--- src/rtl/light_sequencer.sv ---
// Traffic-lamp sequencer: GREEN/YELLOW/RED/DARK rounds with alarm override.
// Optional macro CHEAT_FREEZE_EN: cheat_out freezes the timed phases.
module light_sequencer #(
   parameter int GREEN_T    = 35,
   parameter int YELLOW_T   = 6,
   parameter int RED_T      = 12,
   parameter int DARK_T     = 13,
   parameter int NUM_ROUNDS = 2
) (
   input  logic       clock,
   input  logic       reset_n,
   input  logic       start,
   input  logic       a3,
   input  logic       cheat_out,
   output logic       green,
   output logic       yellow,
   output logic       red,
   output logic [2:0] phase,
   output logic [5:0] remaining,
   output logic       done
);

   typedef enum logic [2:0] {
      IDLE   = 3'd0,
      GREEN  = 3'd1,
      YELLOW = 3'd2,
      RED    = 3'd3,
      DARK   = 3'd4,
      ALARM  = 3'd5
   } phase_t;

   localparam logic [5:0] GREEN_LOAD  = 6'(GREEN_T - 1);
   localparam logic [5:0] YELLOW_LOAD = 6'(YELLOW_T - 1);
   localparam logic [5:0] RED_LOAD    = 6'(RED_T - 1);
   localparam logic [5:0] DARK_LOAD   = 6'(DARK_T - 1);
   localparam logic [3:0] ROUNDS_L    = 4'(NUM_ROUNDS);

   phase_t      phase_r, next_phase_s;
   logic [5:0]  rem_r, next_rem_s;
   logic [3:0]  round_r, next_round_s, round_inc_s;
   logic        done_r, next_done_s;
   logic        green_r, yellow_r, red_r;
   logic        freeze_s;

`ifdef CHEAT_FREEZE_EN
   assign freeze_s = cheat_out;
`else
   logic cheat_unused_s;
   assign cheat_unused_s = cheat_out;
   assign freeze_s       = 1'b0;
`endif

   assign round_inc_s = round_r + 4'd1;

   // Next-state selection; alarm beats freeze, freeze beats countdown/expiry.
   always_comb begin
      next_phase_s = phase_r;
      next_rem_s   = rem_r;
      next_round_s = round_r;
      next_done_s  = 1'b0;
      case (phase_r)
         IDLE: begin
            if (start) begin
               next_phase_s = GREEN;
               next_rem_s   = GREEN_LOAD;
               next_round_s = 4'd0;
            end else begin
               next_rem_s   = 6'd0;
            end
         end
         GREEN, YELLOW, RED, DARK: begin
            if (a3) begin
               next_phase_s = ALARM;
               next_rem_s   = 6'd0;
            end else if (freeze_s) begin
               next_rem_s   = rem_r;
            end else if (rem_r != 6'd0) begin
               next_rem_s   = rem_r - 6'd1;
            end else begin
               case (phase_r)
                  GREEN: begin
                     next_phase_s = YELLOW;
                     next_rem_s   = YELLOW_LOAD;
                  end
                  YELLOW: begin
                     next_phase_s = RED;
                     next_rem_s   = RED_LOAD;
                  end
                  RED: begin
                     next_phase_s = DARK;
                     next_rem_s   = DARK_LOAD;
                  end
                  DARK: begin
                     next_round_s = round_inc_s;
                     if (round_inc_s == ROUNDS_L) begin
                        next_phase_s = IDLE;
                        next_rem_s   = 6'd0;
                        next_done_s  = 1'b1;
                     end else begin
                        next_phase_s = GREEN;
                        next_rem_s   = GREEN_LOAD;
                     end
                  end
                  default: begin
                     next_phase_s = IDLE;
                     next_rem_s   = 6'd0;
                  end
               endcase
            end
         end
         ALARM: begin
            if (a3) begin
               next_rem_s   = 6'd0;
            end else begin
               next_phase_s = RED;
               next_rem_s   = RED_LOAD;
            end
         end
         default: begin
            next_phase_s = IDLE;
            next_rem_s   = 6'd0;
            next_round_s = 4'd0;
         end
      endcase
   end

   // State and lamp registers; lamps decode the next phase so they align with it.
   always_ff @(posedge clock or negedge reset_n) begin
      if (!reset_n) begin
         phase_r  <= IDLE;
         rem_r    <= 6'd0;
         round_r  <= 4'd0;
         done_r   <= 1'b0;
         green_r  <= 1'b0;
         yellow_r <= 1'b0;
         red_r    <= 1'b0;
      end else begin
         phase_r  <= next_phase_s;
         rem_r    <= next_rem_s;
         round_r  <= next_round_s;
         done_r   <= next_done_s;
         green_r  <= (next_phase_s == GREEN);
         yellow_r <= (next_phase_s == YELLOW);
         red_r    <= (next_phase_s == RED) || (next_phase_s == ALARM);
      end
   end

   assign phase     = phase_r;
   assign remaining = rem_r;
   assign done      = done_r;
   assign green     = green_r;
   assign yellow    = yellow_r;
   assign red       = red_r;

endmodule

--- config.mk ---
export PLATFORM = sky130hd
export DESIGN_NAME = light_sequencer
export DESIGN_NICKNAME = d
export VERILOG_FILES = /design/src/rtl/light_sequencer.sv
export SDC_FILE = /design/constraint.sdc
export NUM_CORES = 1
export LEC_CHECK = 0
export CELL_PAD_IN_SITES_DETAIL_PLACEMENT = 2
export CELL_PAD_IN_SITES_GLOBAL_PLACEMENT = 2
export CORE_MARGIN = 5
export CORE_UTILIZATION = 34
export CTS_CLUSTER_SIZE = 20
export DETAILED_ROUTE_END_ITERATION = 7
export GPL_TIMING_DRIVEN = 0
export PLACE_DENSITY_LB_ADDON = 0.1
export SLEW_MARGIN = 20
export SYNTH_ARGS = -nofsm -noshare
export SYNTH_HDL_FRONTEND = slang
export SYNTH_SLANG_ARGS = --single-unit
--- constraint.sdc ---
create_clock -name clock -period 4 [get_ports clock]
set_input_delay 0.4 -clock clock [delete_from_list [all_inputs] [get_ports clock]]
set_output_delay 0.4 -clock clock [all_outputs]
set_load 0.005 [all_outputs]
==> flow_summary.yaml, run 1 <==
synth:
  ys_seq_elements: 17
  syn_area_um2: 1040
  synthMuxAreaShare: 0
  async_flop_share: 1.00
  synth_top_family_by_area: "compound AO/OA/AOI/OAI gates"
  seq_area_frac_synth: 0.411
  synth_warnings: 0
  synth-compound-area-share: 0.246
  netlist_instances: 110
  yosysUniqueCellTypes: 43
  synth_nets: 119
  synth_area_per_cell_um2: 9.42
  yosys_most_used_dff: "dfrtp_1"
  synth_simple_gate_area_frac: 0.216
  synth-adder-area-share: 0.0483
  synth_edf_count: 0
  synth_xor_area_frac: 0.0338
route:
  via_per_inst: 5.78
  drc: 0
  final_antenna_net_count: 0
  first_pass_iters: 4
  drt_first_iter_violations: 34
  vias: 942
  wl_um: 2920
  wl_per_cell_um: 17.9
power:
  power_frac_seq: 0.309
  ir_drop_uv: 290
  power_frac_clock: 0.108
  pwr-share-comb: 0.583
  powerDensity_nw_per_um2: 706
  leakage_nw: 0.537
  switchingPower_uw: 386
  switching_share: 0.432
  intPower_uw: 507
  total_power_uw: 893
clock_tree:
  clockBufferDepth: 2
  postCtsResizedCells: 0
  hold_buffers: 0
  cts_max_level: 1
  cts_tree: "done"
  clock_latency_ps: 300
  cts_buffers: 3
  post-cts-setup-buffers: 0
  clock_sinks: 17
  cts-root-buf: "clkbuf_4"
  clk_pin_slew_ps: 110
timing:
  setup_ws_ps: 1920
  period_minus_slack_ps: 2080
  tightest_slew_ps: 799
  rsz0062_at_grt: "no"
  hold_viol: 0
  timing.fmax_mhz: 482
  setup-violations-final: 0
  relSlewSlack: 0.465
  fin_crit_sh: 0.519
  fin_tns_setup_ps: 0
  fin_skew_ps: 4.82
  slew_violations: 0
place:
  hpwl_um: 2200
  dp_slack_ps: 1920
  port_buffers: 16
  place_congestion: 0.789
  place_area_um2: 1240
status:
  outcome: "complete, no violations"
floorplanning:
  core-area_um2: 2980
  dieArea_um2: 4250
  die_h_um: 65.2
  io_pins: 18
  rows: 20
  die_x_um: 65.2
  initial_core_util: 0.348
global_route:
  grt_pass1_wl_um: 5000
  grt_pass1_vias: 991
  grt.total_usage: 0.153
  overflow: 0
  grt_max_degree: 18
  antenna_found_initial: 0
layout:
  layout-drive-gt1-share: 0.100
  register_area_um2: 425
  n_antenna_cell: 0
  fillCellCount: 330
  nets: 140
  area_growth_pct: 22.1
  multi_input_area_um2: 564
  final_cell_area_um2: 1260
setup_path:
  worstSetupStartpointType: "flip-flop"
  endpoint_kind: "flip-flop"
  worstPathMaxFanout: 7
  worstPathRequired_ps: 4250
  r2r_start: "remaining[0]$_DFF_PN0_"
  cp-startpoint: "remaining[0]$_DFF_PN0_"
  crit_type: "flip-flop to flip-flop"
  worst_ep_arrival_time_ps: 2320
min_path:
  min_path_type: "input pin to async pin"
job:
  maxCapViolCount: 0
-- kinds of logic (layout without fill, tap and decap cells) --
logic type      after synthesis  count (layout)
simple gates                 42              42
compound gates               34              34
flops                        17              17
buf+inv                       9              29
fa+ha+maj                     4               4
xor+xnor                      4               4
-- final cells by class --
cell class	instances	share of cell area
multi-input combinational	84	0.446
sequential	17	0.336
clock inverter	1	0.00396
inverter	6	0.0178
timing repair buffer	16	0.127
buffer	3	0.0188
tap	33	0.0326
clock buffer	3	0.0178
-- cells in the mapped netlist, drive strengths merged (4+ instances only) --
| cell type | instances | share of area |
|---|---|---|
| a21oi | 5 | 0.024 |
| inv | 6 | 0.022 |
| ha | 4 | 0.048 |
| nor2 | 9 | 0.033 |
| nand2b | 4 | 0.024 |
| or3 | 4 | 0.024 |
| dfrtp | 17 | 0.41 |
| o21ai | 5 | 0.024 |
| nand2 | 10 | 0.036 |
-- worst max-delay path, stage by stage, from the launching register on --
cell	delay, ps
dfrtp_1	450
inv_1	100
ha_1	160
nor3b_2	380
nand2_1	260
a311o_1	400
o2bb2a_1	260
-- path summary, 6_finish.rpt --
kind | to | slack (ps) | depth (start not counted)
max | red$_DFF_PN0_ | 1920 | 6
min | phase[1]$_DFF_PN0_ | 550 | 1
max reg2reg | red$_DFF_PN0_ | 1920 | 6
min reg2reg | remaining[0]$_DFF_PN0_ | 580 | 1
max in group asynchronous | remaining[4]$_DFF_PN0_ | 2950 | 1
min in group clock | remaining[0]$_DFF_PN0_ | 580 | 1
-- layout by cell type, fill, tap and decap left out, drive strengths merged, types with 2 or more instances in the layout --
cell           netlist  routed
o21a                 2       2
xor2                 3       3
dfrtp               17      17
nand2               10      10
inv                  6       6
ha                   4       4
o21ai                5       5
nor2                 9       9
a211oi               2       2
a31oi                2       2
a21o                 3       3
clkbuf               0       3
a311o                3       3
o2bb2ai              2       2
or3b                 2       2
nor3                 3       3
nand4                2       2
buf                  3       3
a21oi                5       5
clkdlybuf4s50        0      16
or3                  4       4
nand2b               4       4
-- flip-flops by register name (all words and copies together), names as in the netlist --
| register | flops |
|---|---|
| remaining | 6 |
| round_r | 4 |
| phase | 3 |
| done | 1 |
| green | 1 |
| red | 1 |
| yellow | 1 |
-- power by group through the flow --
stage / clock [mW] / combinational (mW) / sequential (mW)
final: 0.0961 / 0.521 / 0.276
after global routing: 0.111 / 0.581 / 0.286
after CTS: 0.101 / 0.528 / 0.276
after detailed placement: 0 / 0.524 / 0.279
after global placement: 0 / 0.510 / 0.275
after floorplan: 0 / 0.320 / 0.274
-- metrics by stage --
| step | hold slack, ps | instances | util |
|---|---|---|---|
| 2_1_floorplan | 104 | 110 | - |
| 3_3_place_gp | 546 | 159 | 0.416 |
| 3_5_place_dp | 559 | 159 | 0.416 |
| 4_1_cts | 575 | 163 | 0.425 |
| 5_1_grt | 600 | 163 | 0.425 |
| 6_report | 554 | 163 | 0.425 |
-- layer usage --
layer	GRT usage	vias to the layer above	routed length (um)
met1	0.202	480	1390
met5	0	-	0
met3	0.0291	5	79
met4	0.0544	0	41
met2	0.249	12	1400
li1	-	445	-
Note: power is estimated with default switching activity, not from simulation.
==> run 2, diff against run 1 <==
CORE_UTILIZATION = 28   (was 34)
clock period = 1.8 ns   (was 4 ns; I/O delays follow)
==> run 2 against run 1 <==
Net effect: fmax is 13% higher; sequential cell count stayed put; power grew to 3.0 times the previous value; critical path depth stayed put; the run now ends with negative setup slack left; critical path type unchanged; global-route usage is 0.86 points lower.
==> flow_summary.yaml, run 2 (synthesis results as in run 1) <==
clock_tree:
  cts-root-buf: "clkbuf_8"
  clk_pin_slew_ps: 70
  clock_latency_ps: 260
  clockBufferDepth: 2
  clock_sinks: 17
  cts_buffers: 3
  cts_max_level: 1
  cts_tree: "done"
power:
  leakage_nw: 0.632
  ir_drop_uv: 650
  powerDensity_nw_per_um2: 1720
layout:
  largest_reg_flops: 6
  utilization: 0.424
  nets: 157
  area_growth_pct: 48.8
  n_antenna_cell: 0
  layout_commonest_cell: "clkdlybuf4s50_1"
  final_cell_mix: "16 x clkdlybuf4s50_1, 15 x buf_4, 15 x dfrtp_1, 9 x nor2_1, 8 x nand2_1"
  layout-drive-gt1-share: 0.333
route:
  wl_um: 3550
  wl_per_cell_um: 18.2
  drt_first_iter_violations: 32
  vias: 1024
  final_antenna_net_count: 0
  drc: 0
  first_pass_iters: 4
  via_per_inst: 5.25
global_route:
  grt.total_usage: 0.145
  grt_max_degree: 18
  overflow: 0
  antenna_found_initial: 0
  grt_pass1_wl_um: 5680
  grt_pass1_vias: 1082
floorplanning:
  io_pins: 18
  die_h_um: 70.8
  initial_core_util: 0.285
  rows: 22
  die_x_um: 70.8
  core-area_um2: 3630
  dieArea_um2: 5020
status:
  outcome: "complete, but fails checks"
  violations: "negative setup slack"
setup_path:
  worstPathRequired_ps: 1950
  crit_family: "simple AND/OR/NAND/NOR gates"
  crit_buf_inv: 1
  regToRegEndpoint: "red$_DFF_PN0_"
  reg2reg_slack_ps: -40
  r2r_start: "remaining[0]$_DFF_PN0_"
  critPathMaxStageDelay_ps: 420
  path_cells: "inv_2, ha_4, nor3b_4, nand4_1, o2111ai_4, o2bb2a_4"
  slowest_stage: "dfrtp_1"
  cp-startpoint: "remaining[0]$_DFF_PN0_"
  endpoint_kind: "flip-flop"
  worstSetupStartpointType: "flip-flop"
  crit_type: "flip-flop to flip-flop"
  worstPathMaxFanout: 6
  reg2regPathDepth: 6
  worst_ep_arrival_time_ps: 1990
timing:
  setup-violations-final: 3
  rsz0062_at_grt: "yes"
  slew_violations: 0
  tightest_slew_ps: 843
  hold_viol: 0
  relSlewSlack: 0.436
  timing.fmax_mhz: 544
  fin_crit_sh: 1.02
  fin_skew_ps: 2.35
  whs_ps: 403
  period_minus_slack_ps: 1840
  setup_ws_ps: -39.4
place:
  port_buffers: 16
  place_congestion: 0.811
  hpwl_um: 2410
job:
  maxCapViolCount: 0
min_path:
  min_path_type: "input pin to async pin"
[run 2: cell types whose count changed in the layout (fill, tap and decap cells not counted), sizes merged]
cell	before	now
buf	3	20
[run 2: layout make-up]
class / count / area [um2]
fillers: 404 / 2090
multi-input cells: 84 / 662
flip-flops and latches: 17 / 428
repair buffers: 33 / 299
well taps: 48 / 60.1
clock buffers: 3 / 41.3
plain buffers: 3 / 23.8
inverters: 6 / 22.5
clock inverters: 1 / 5.00
[run 2: per-stage QoR]
stage / TNS, ps / cell area, um2 / worst slack [ps] / instances / power, mW
6_report: -82.9 / 1540 / -39.4 / 195 / 2.66
5_1_grt: -468 / 1540 / -93.8 / 195 / 2.85
4_1_cts: 0 / 1460 / 0.351 / 191 / 2.49
3_5_place_dp: -2730 / 1260 / -356 / 174 / 1.82
3_3_place_gp: -2730 / 1260 / -355 / 174 / 1.77
2_1_floorplan: 0 / 1040 / 70.8 / 110 / 1.32
[run 2: worst max-delay path by stage]
stage | slack [ps] | end | cells after the start
5_1_grt | -90 | red$_DFF_PN0_ | 6
2_1_floorplan | 70 | yellow$_DFF_PN0_ | 6
3_5_place_dp | -360 | yellow$_DFF_PN0_ | 6
4_1_cts | 0.4 | phase[0]$_DFF_PN0_ | 7
6_report | -40 | red$_DFF_PN0_ | 6
3_3_place_gp | -350 | yellow$_DFF_PN0_ | 6
[run 2: what timing repair did]
item	in CTS	in global routing
endpoints found under the setup margin	12	14
hold endpoints to repair	0	0
hold buffers	0	0
pin swaps	7	11
buffers inserted	13	4
gates resized for setup	14	15
cloned	0	0
[run 2: where the power goes]
| part | switching (mW) | internal (mW) | leakage, nW |
|---|---|---|---|
| registers | 0.116 | 0.503 | 0.219 |
| clock network | 0.142 | 0.154 | 0.0255 |
| logic | 0.825 | 0.917 | 0.388 |
| total | 1.08 | 1.57 | 0.632 |
[run 2: worst register-to-register path, stage by stage, from the launching register on]
cell and delay, ps:
dfrtp_1 420, inv_2 90, ha_4 120, nor3b_4 330
nand4_1 260, o2111ai_4 330, o2bb2a_4 190
[run 2: per-layer routing]
metal / global-route usage / wire length, um
met2: 0.253 / 1830
met4: 0.0376 / 31
met1: 0.183 / 1620
met3: 0.0256 / 77
met5: 0 / 0
